### src/rtl/serial_subtractor.sv
// serial_subtractor: bit-serial A - B - bin, one bit per clock, LSB first.
// A single full-subtractor cell feeds a result shift register while a borrow
// flop carries the chain from one bit to the next. A start/ready/done
// handshake frames each operation; the result and flags are held in
// registers and only change when an operation finishes (or on reset).
module serial_subtractor #(
    parameter int WIDTH = 4
) (
    input  logic             clk,
    input  logic             reset_n,
    input  logic             start,
    input  logic [WIDTH-1:0] A,
    input  logic [WIDTH-1:0] B,
    input  logic             bin,
    output logic             ready,
    output logic             busy,
    output logic             done,
    output logic [WIDTH-1:0] diff,
    output logic             bout,
    output logic             overflow,
    output logic             zero
);

    // The counter is one bit wider than strictly needed so it never wraps
    // while counting 0..WIDTH-1.
    localparam int            CW       = $clog2(WIDTH) + 1;
    localparam logic [CW-1:0] LAST_BIT = CW'(WIDTH - 1);

    typedef enum logic [1:0] {
        IDLE  = 2'd0,
        SHIFT = 2'd1,
        DONE  = 2'd2
    } state_t;

    state_t           state_q,    state_d;
    logic [WIDTH-1:0] a_sr_q,     a_sr_d;
    logic [WIDTH-1:0] b_sr_q,     b_sr_d;
    logic [WIDTH-1:0] r_sr_q,     r_sr_d;
    logic             borrow_q,   borrow_d;
    logic [CW-1:0]    cnt_q,      cnt_d;
    logic             a_msb_q,    a_msb_d;
    logic             b_msb_q,    b_msb_d;
    logic [WIDTH-1:0] diff_q,     diff_d;
    logic             bout_q,     bout_d;
    logic             overflow_q, overflow_d;
    logic             zero_q,     zero_d;

    // Full-subtractor cell outputs for the bit currently at the LSB.
    logic             cell_diff;
    logic             cell_borrow;
    logic [WIDTH-1:0] result_next;

    // State and datapath registers; reset drops any in-flight operation.
    always_ff @(posedge clk or negedge reset_n) begin
        if (!reset_n) begin
            state_q    <= IDLE;
            a_sr_q     <= '0;
            b_sr_q     <= '0;
            r_sr_q     <= '0;
            borrow_q   <= 1'b0;
            cnt_q      <= '0;
            a_msb_q    <= 1'b0;
            b_msb_q    <= 1'b0;
            diff_q     <= '0;
            bout_q     <= 1'b0;
            overflow_q <= 1'b0;
            zero_q     <= 1'b0;
        end else begin
            state_q    <= state_d;
            a_sr_q     <= a_sr_d;
            b_sr_q     <= b_sr_d;
            r_sr_q     <= r_sr_d;
            borrow_q   <= borrow_d;
            cnt_q      <= cnt_d;
            a_msb_q    <= a_msb_d;
            b_msb_q    <= b_msb_d;
            diff_q     <= diff_d;
            bout_q     <= bout_d;
            overflow_q <= overflow_d;
            zero_q     <= zero_d;
        end
    end

    // Next-state, serial datapath step and result capture on the last bit.
    always_comb begin
        state_d     = state_q;
        a_sr_d      = a_sr_q;
        b_sr_d      = b_sr_q;
        r_sr_d      = r_sr_q;
        borrow_d    = borrow_q;
        cnt_d       = cnt_q;
        a_msb_d     = a_msb_q;
        b_msb_d     = b_msb_q;
        diff_d      = diff_q;
        bout_d      = bout_q;
        overflow_d  = overflow_q;
        zero_d      = zero_q;

        cell_diff   = a_sr_q[0] ^ b_sr_q[0] ^ borrow_q;
        cell_borrow = (~a_sr_q[0] & b_sr_q[0]) | (~(a_sr_q[0] ^ b_sr_q[0]) & borrow_q);
        result_next = {cell_diff, r_sr_q[WIDTH-1:1]};

        case (state_q)
            IDLE: begin
                if (start) begin
                    a_sr_d   = A;
                    b_sr_d   = B;
                    r_sr_d   = '0;
                    borrow_d = bin;
                    cnt_d    = '0;
                    a_msb_d  = A[WIDTH-1];
                    b_msb_d  = B[WIDTH-1];
                    state_d  = SHIFT;
                end
            end
            SHIFT: begin
                a_sr_d   = a_sr_q >> 1;
                b_sr_d   = b_sr_q >> 1;
                r_sr_d   = result_next;
                borrow_d = cell_borrow;
                cnt_d    = cnt_q + CW'(1);
                if (cnt_q == LAST_BIT) begin
                    diff_d     = result_next;
                    bout_d     = cell_borrow;
                    overflow_d = (a_msb_q ^ b_msb_q) & (result_next[WIDTH-1] ^ a_msb_q);
                    zero_d     = (result_next == '0);
                    state_d    = DONE;
                end
            end
            DONE: begin
                state_d = IDLE;
            end
            default: begin
                state_d = IDLE;
            end
        endcase
    end

    assign ready    = (state_q == IDLE);
    assign busy     = (state_q == SHIFT);
    assign done     = (state_q == DONE);
    assign diff     = diff_q;
    assign bout     = bout_q;
    assign overflow = overflow_q;
    assign zero     = zero_q;

endmodule

### config.mk
export PLATFORM = sky130hd
export DESIGN_NAME = serial_subtractor
export DESIGN_NICKNAME = d
export VERILOG_FILES = /design/src/rtl/serial_subtractor.sv
export SDC_FILE = /design/constraint.sdc
export NUM_CORES = 1
export LEC_CHECK = 0
export BUFFER_PORTS_ARGS = -buffer_cell sky130_fd_sc_hd__buf_2
export CAP_MARGIN = 20
export CORE_ASPECT_RATIO = 1.5
export CORE_UTILIZATION = 50
export CTS_BUF_LIST = sky130_fd_sc_hd__clkbuf_4
export DETAILED_ROUTE_END_ITERATION = 12
export GPL_TIMING_DRIVEN = 0
export PLACE_DENSITY = 0.73
export SYNTH_ARGS = -nofsm -noshare
export SYNTH_HDL_FRONTEND = slang
export SYNTH_SLANG_ARGS = --single-unit
### constraint.sdc
create_clock -name clk -period 2.1 [get_ports clk]
set_clock_uncertainty 0.15 [all_clocks]
set_input_delay 0.315 -clock clk [delete_from_list [all_inputs] [get_ports clk]]
set_output_delay 0.315 -clock clk [all_outputs]
set_load 0.01 [all_outputs]
==> run metrics, run 1 <==
r2r startpoint b_sr_q[0]; initial antenna violation count 0; reg2reg end zero; Netlist cell types 26; Hold Slack between 80 and 90 ps; vias in the first global route between 800 and 900; Synth Register Bits 26; FMAX approximately 520 MHz; R2R depth 4; Detailed Place HPWL 1620 um; Startpoint Class flip-flop; core box area between 2000 and 2500 um2; Max IR drop VDD around 0.7 mV; overall die width ~42 um; vias per cell between 5 and 6; IO Pins 22; Final Worst Setup Slack ~180 ps; drc violations 0; Comb power frac roughly 41%; CP endpoint done; PwrDens roughly 1500 nW/um2; P&R area growth vs syn 16.5%; synthesized area ~1200 um2; Mapped Avg Cell Area 11.6 um2; NetSw 740 uW; row count 21; setup bufs post-CTS 0; critical path type reg2out; Final Cell Area approximately 1400 um2; RSZ-0062 raised after global routing false; gpl congestion just over 0.8; GRT overflow 0; Routed WL approximately 2200 um; drt pass-1 iters 4; via count about 840; Place WS between 300 and 400 ps; Internal approximately 1.3 mW; Most Crowded Layer GR met2; first-pass GRT wire length 3680 um; DR WL/cell about 14 um; Final Non-Filler Cells about 150; Placed Cells 147; final total power 2.07 mW; Worst Path Max Fanout 10; syn nets approximately 120; hold crit path type in2reg; Clock transition at path regs 130 ps; die area between 2000 and 3000 um2; Flop pwr share 42.3%; clk sinks 26; port bufs 21; FF-to-FF setup slack roughly 340 ps; met2 Track Usage GR 33.0%; final hold vios 0; final-report max-slew violation count 0; Ys Warns 0; CTS H-tree depth 1; final core occ 62.1%; outcome completed; cts bufs inserted 3; switching part of the total power a little over a third; Final Setup Violations 0; CP endpoint kind primary output; Tightest Pin Transition approximately 580 ps; diodes inserted 0; Max-cap violations 0; largest net degree at the start of global routing 27; critical path cell sequence clkbuf_1 > nor2b_1 > buf_2; share of cells above drive strength 1 between 20 and 30%; arrival time at the worst endpoint 1450 ps; Final Cycle Share between 90% and 100%; Worst Path Required between 1500 and 2000 ps; Clock Power Share between 10% and 20%; Slew headroom approximately three fifths; final net count 146; Initial Utilization a little over half; fin crit period roughly 1900 ps; DIE HEIGHT between 60 and 70 um; met1 usage 23.3%; cell leakage power about 0.69 nW; grt met3 use a little over 2%; CP startpoint state_q[1]; clock root cell clkbuf_4; CTS max path bufs 2; Antenna Violating Nets Remaining 0; Worst path max stage delay between 400 and 500 ps; Final TNS setup 0 ps; sequential share of the synthesized area about 55%; placed cell area roughly 1300 um2; Iteration-0 DRC Markers 15; CTS tree yes; overall global routing resource usage a little under a fifth; Worst-Skew Late Latency ~330 ps; Slowest cell on crit path dfrtp_1; Post-Syn Instances slightly above 100
-- cell type report --
| cell class | instances | area [um2] |
|---|---|---|
| fill | 195 | 846 |
| sequential | 26 | 651 |
| multi-input combinational | 67 | 497 |
| timing repair buffer | 22 | 115 |
| clock inverter | 1 | 30.0 |
| tap | 23 | 28.8 |
| clock buffer | 3 | 22.5 |
| inverter | 6 | 22.5 |
| buffer | 4 | 21.3 |
-- power groups by stage --
stage | Combinational [mW] | Clock, mW | Sequential [mW]
after CTS | 0.862 | 0.348 | 0.878
final | 0.850 | 0.345 | 0.875
after detailed placement | 0.858 | 0 | 0.891
after global placement | 0.827 | 0 | 0.877
after global routing | 0.964 | 0.364 | 0.907
after floorplan | 0.601 | 0 | 0.876
-- critical path: cells and delay by family, from the launching register on --
family,cells,cell delay [ps]
DFF,1,480
buffers and inverters,2,480
and+or+nand+nor,1,170
-- worst min-delay path by stage --
stage / from / to / slack (ps) / cells past startpoint
global placement: reset_n / overflow / 180 / 1
global route: A[3] / a_msb_q / 80 / 2
detailed placement: reset_n / diff[2] / 200 / 1
floorplan: reset_n / a_msb_q / -130 / 0
CTS: A[3] / a_msb_q / 80 / 2
finish: A[3] / a_sr_q[3] / 80 / 2
-- repair_timing --
action / CTS / global route
setup endpoints to repair: 0 / 0
gates resized for setup: 0 / 0
endpoints found under the hold margin: 26 / 0
hold buffers: 1 / 0
-- kinds of logic (layout without fill, tap and decap cells) --
kind of cell,Yosys count,after routing,synth area share (%)
AO/OA/AOI/OAI,33,33,17.2
adder cells (fa/ha/maj),4,4,5.46
flip-flops,26,26,54.6
multiplexers,6,6,7.25
AND/OR/NAND/NOR,24,24,11.8
buffers and inverters,10,36,3.68
-- synthesized netlist by cell type --
cell type	count	area [um2]
dfrtp_1	26	651
o21ai_0	14	70.1
nand2_1	10	37.5
a21oi_1	6	30.0
a22oi_1	6	45.0
inv_1	5	18.8
mux2_4	5	75.1
a22o_1	4	35.0
and2b_1	3	22.5
nor2b_1	3	18.8
a2bb2oi_1	2	17.5
buf_2	2	10.0
fa_1	2	40.0
ha_1	2	25.0
nor2_1	2	7.51
and2b_4	1	10.0
and3b_1	1	8.76
buf_4	1	7.51
clkbuf_1	1	3.75
inv_2	1	3.75
mux2_2	1	11.3
nand2b_1	1	6.26
nand3b_1	1	7.51
nor2b_4	1	13.8
o21bai_1	1	7.51
or4_1	1	7.51
-- cells in the final DEF, fill, tap and decap left out, types with 4 or more instances in the layout --
cell type / Yosys / layout
a21oi_1: 6 / 6
a22o_1: 4 / 4
a22oi_1: 6 / 6
buf_2: 2 / 23
dfrtp_1: 26 / 26
inv_1: 5 / 5
mux2_4: 5 / 5
nand2_1: 10 / 10
o21ai_0: 14 / 14
-- registers in the layout, summed over array words and instances, names as in the netlist --
name / flops
bout: 1
zero: 1
a_sr_q: 4
overflow: 1
diff: 4
borrow_q: 1
a_msb_q: 1
b_sr_q: 4
state_q: 2
b_msb_q: 1
cnt_q: 3
r_sr_q: 3
-- metal layers --
layer	share of wire (%)	up-vias
met1	44	409
met5	0	-
li1	-	409
met4	1.5	0
met2	51	19
met3	2.7	4
Note: power is estimated with default switching activity, not from simulation.
==> inputs of run 2 (changes only) <==
BUFFER_PORTS_ARGS = default   (was -buffer_cell sky130_fd_sc_hd__buf_2)
DONT_BUFFER_PORTS = 1   (was default)
PLACE_DENSITY = default   (was 0.73)
clock period = 2.28 ns   (was 2.1 ns; I/O delays follow)
==> run 2 against run 1 <==
Sequential share of layout area increased by 3.3 points. Total power fell by 17%. Clock-buffer cell count unchanged. Largest cell class unchanged. Routed wire length is 1.1% higher. Final area down 6.6%. Non-clock buffer count is 18 lower.
==> run metrics, run 2 (synthesis gave the netlist of run 1 again) <==
Worst path max stage delay 480 ps (about the same); via count 792 (-5.8%); critical path type reg2out; hold crit path type in2reg; first-pass GRT wire length 3770 um (+2.6%); share of cells above drive strength 1 14.4% (-14 points); clk sinks 26 (unchanged); gpl congestion 0.715 (-12%); Worst-Skew Late Latency 320 ps (about the same); overall die width 41.9 um (unchanged); Antenna Violating Nets Remaining 0 (unchanged); PwrDens 1330 nW/um2 (-11%); row count 21 (unchanged); critical path cell sequence clkbuf_1 > nor2b_1; vias per cell 5.91 (+6.8%); final net count 128 (-12%); CTS max path bufs 2 (unchanged); arrival time at the worst endpoint 1450 ps (about the same); Flop pwr share 49.2% (+6.9 points); Slew headroom 73.4% (+12 points); placed cell area 1220 um2 (-7.9%); Final Cycle Share a little under nine tenths; Internal 1.06 mW (-20%); Final Non-Filler Cells 134 (-12%); drc violations 0 (unchanged); CP endpoint kind primary output; most common cell after layout, fill and taps aside dfrtp_1; cell leakage power 0.609 nW (-12%); Comb power frac 39.4% (-1.7 points); Slowest cell on crit path dfrtp_1; DR WL/cell 16.5 um (+15%); Final Setup Violations 0 (unchanged); FMAX 516 MHz; GRT overflow 0 (unchanged); initial antenna violation count 0 (unchanged); Final TNS setup 0 ps (unchanged); WP buf/inv 1 (-1); RSZ-0062 raised after global routing false; most frequent cells in the layout dfrtp_1 (26), o21ai_0 (14), nand2_1 (10); Initial Utilization 53.3% (unchanged); final hold vios 0 (unchanged); port bufs 0 (-100%); filler cell count 197 (+1.0%); drt pass-1 iters 4 (unchanged); Routed WL 2220 um (+1.1%); CTS tree yes; CTS H-tree depth 1 (unchanged); largest net degree at the start of global routing 27 (unchanged); Detailed Place HPWL 1560 um (-3.6%); Worst Path Max Fanout 10 (unchanged); Placed Cells 126 (-14%); Worst Path Required 1790 ps (+160 ps); die area 2590 um2 (unchanged); setup bufs post-CTS 0 (unchanged); NetSw 663 uW (-10%); Iteration-0 DRC Markers 16 (+1); Max-cap violations 0 (unchanged); fin crit period approximately 1900 ps; DIE HEIGHT 61.8 um (unchanged); P&R area growth vs syn 8.82%; Crit path max-delay family flip-flops; Max IR drop VDD 0.737 mV (+3.7%); cts bufs inserted 3 (unchanged); Clock transition at path regs 130 ps (about the same); overall global routing resource usage 19.6% (+0.97 points); Final Cell Area 1300 um2 (-6.6%); Tightest Pin Transition 399 ps (-184 ps); clock root cell clkbuf_4; final-report max-slew violation count 0 (unchanged); diodes inserted 0 (unchanged); core box area 2230 um2 (unchanged); switching part of the total power 38.4% (+2.7 points); Clock Power Share 11.4% (-5.3 points); Startpoint Class flip-flop; outcome completed; IO Pins 22 (unchanged); vias in the first global route 806 (-2.9%)
run 2: cell count changes in the layout (fill, tap and decap cells not counted), sizes merged:
| cell | previous run | this run |
|---|---|---|
| clkinv | 0 | 1 |
| dlygate4sd3 | 1 | 3 |
| bufinv | 1 | 0 |
| buf | 24 | 4 |
run 2: power groups by stage:
| stage | sequential (mW) | combinational, mW | clock, mW |
|---|---|---|---|
| 3_3_place_gp | 0.846 | 0.660 | 0 |
| 3_5_place_dp | 0.860 | 0.670 | 0 |
| 5_1_grt | 0.878 | 0.788 | 0.217 |
| 6_report | 0.849 | 0.680 | 0.196 |
| 4_1_cts | 0.848 | 0.689 | 0.204 |
| 2_1_floorplan | 0.806 | 0.554 | 0 |
run 2: final timing paths:
kind                            start         to  slack (ps)  depth (start not counted)
setup / recovery           state_q[1]       done         340                          2
hold / removal                   A[3]    a_msb_q          10                          1
setup reg to reg            b_sr_q[0]       zero         510                          4
hold reg to reg             a_sr_q[2]  a_sr_q[2]         360                          2
max in group asynchronous     reset_n  r_sr_q[1]        1540                          2
min in group asynchronous     reset_n   borrow_q         290                          2
run 2: final cells by class:
cell class              count  area, um2  area share (%)
multi-input cells          67        497            38.3
plain buffers               4       21.3            1.64
repair buffers              4       50.0            3.86
inverters                   6       22.5            1.74
flip-flops and latches     26        651            50.2
clock inverters             1       3.75           0.290
clock buffers               3       22.5            1.74
well taps                  23       28.8            2.22
run 2: what timing repair did:
action / in CTS / in global routing
hold buffers: 3 / 1
endpoints found under the setup margin: 0 / 0
hold endpoints to repair: 27 / 1
resized for setup: 0 / 0
run 2: routing by layer:
| metal | vias up | GRT usage, % | part of all wire (%) |
|---|---|---|---|
| met2 | 23 | 35.0 | 52 |
| met1 | 388 | 23.9 | 41 |
| met4 | 0 | 8.29 | 1.6 |
| met5 | - | 0 | 0 |
| met3 | 4 | 2.89 | 4.7 |
| li1 | 377 | - | - |
run 2: through the flow:
stage | utilization [%] | total power [mW] | hold slack (ps) | setup slack, ps
after floorplan | - | 1.36 | -104 | 636
after global placement | 54.6 | 1.51 | -103 | 532
after detailed placement | 54.6 | 1.53 | -103 | 512
after CTS | 57.6 | 1.74 | 3.91 | 338
after global routing | 58.0 | 1.88 | 1.01 | 178
final | 58.0 | 1.73 | 12.0 | 342
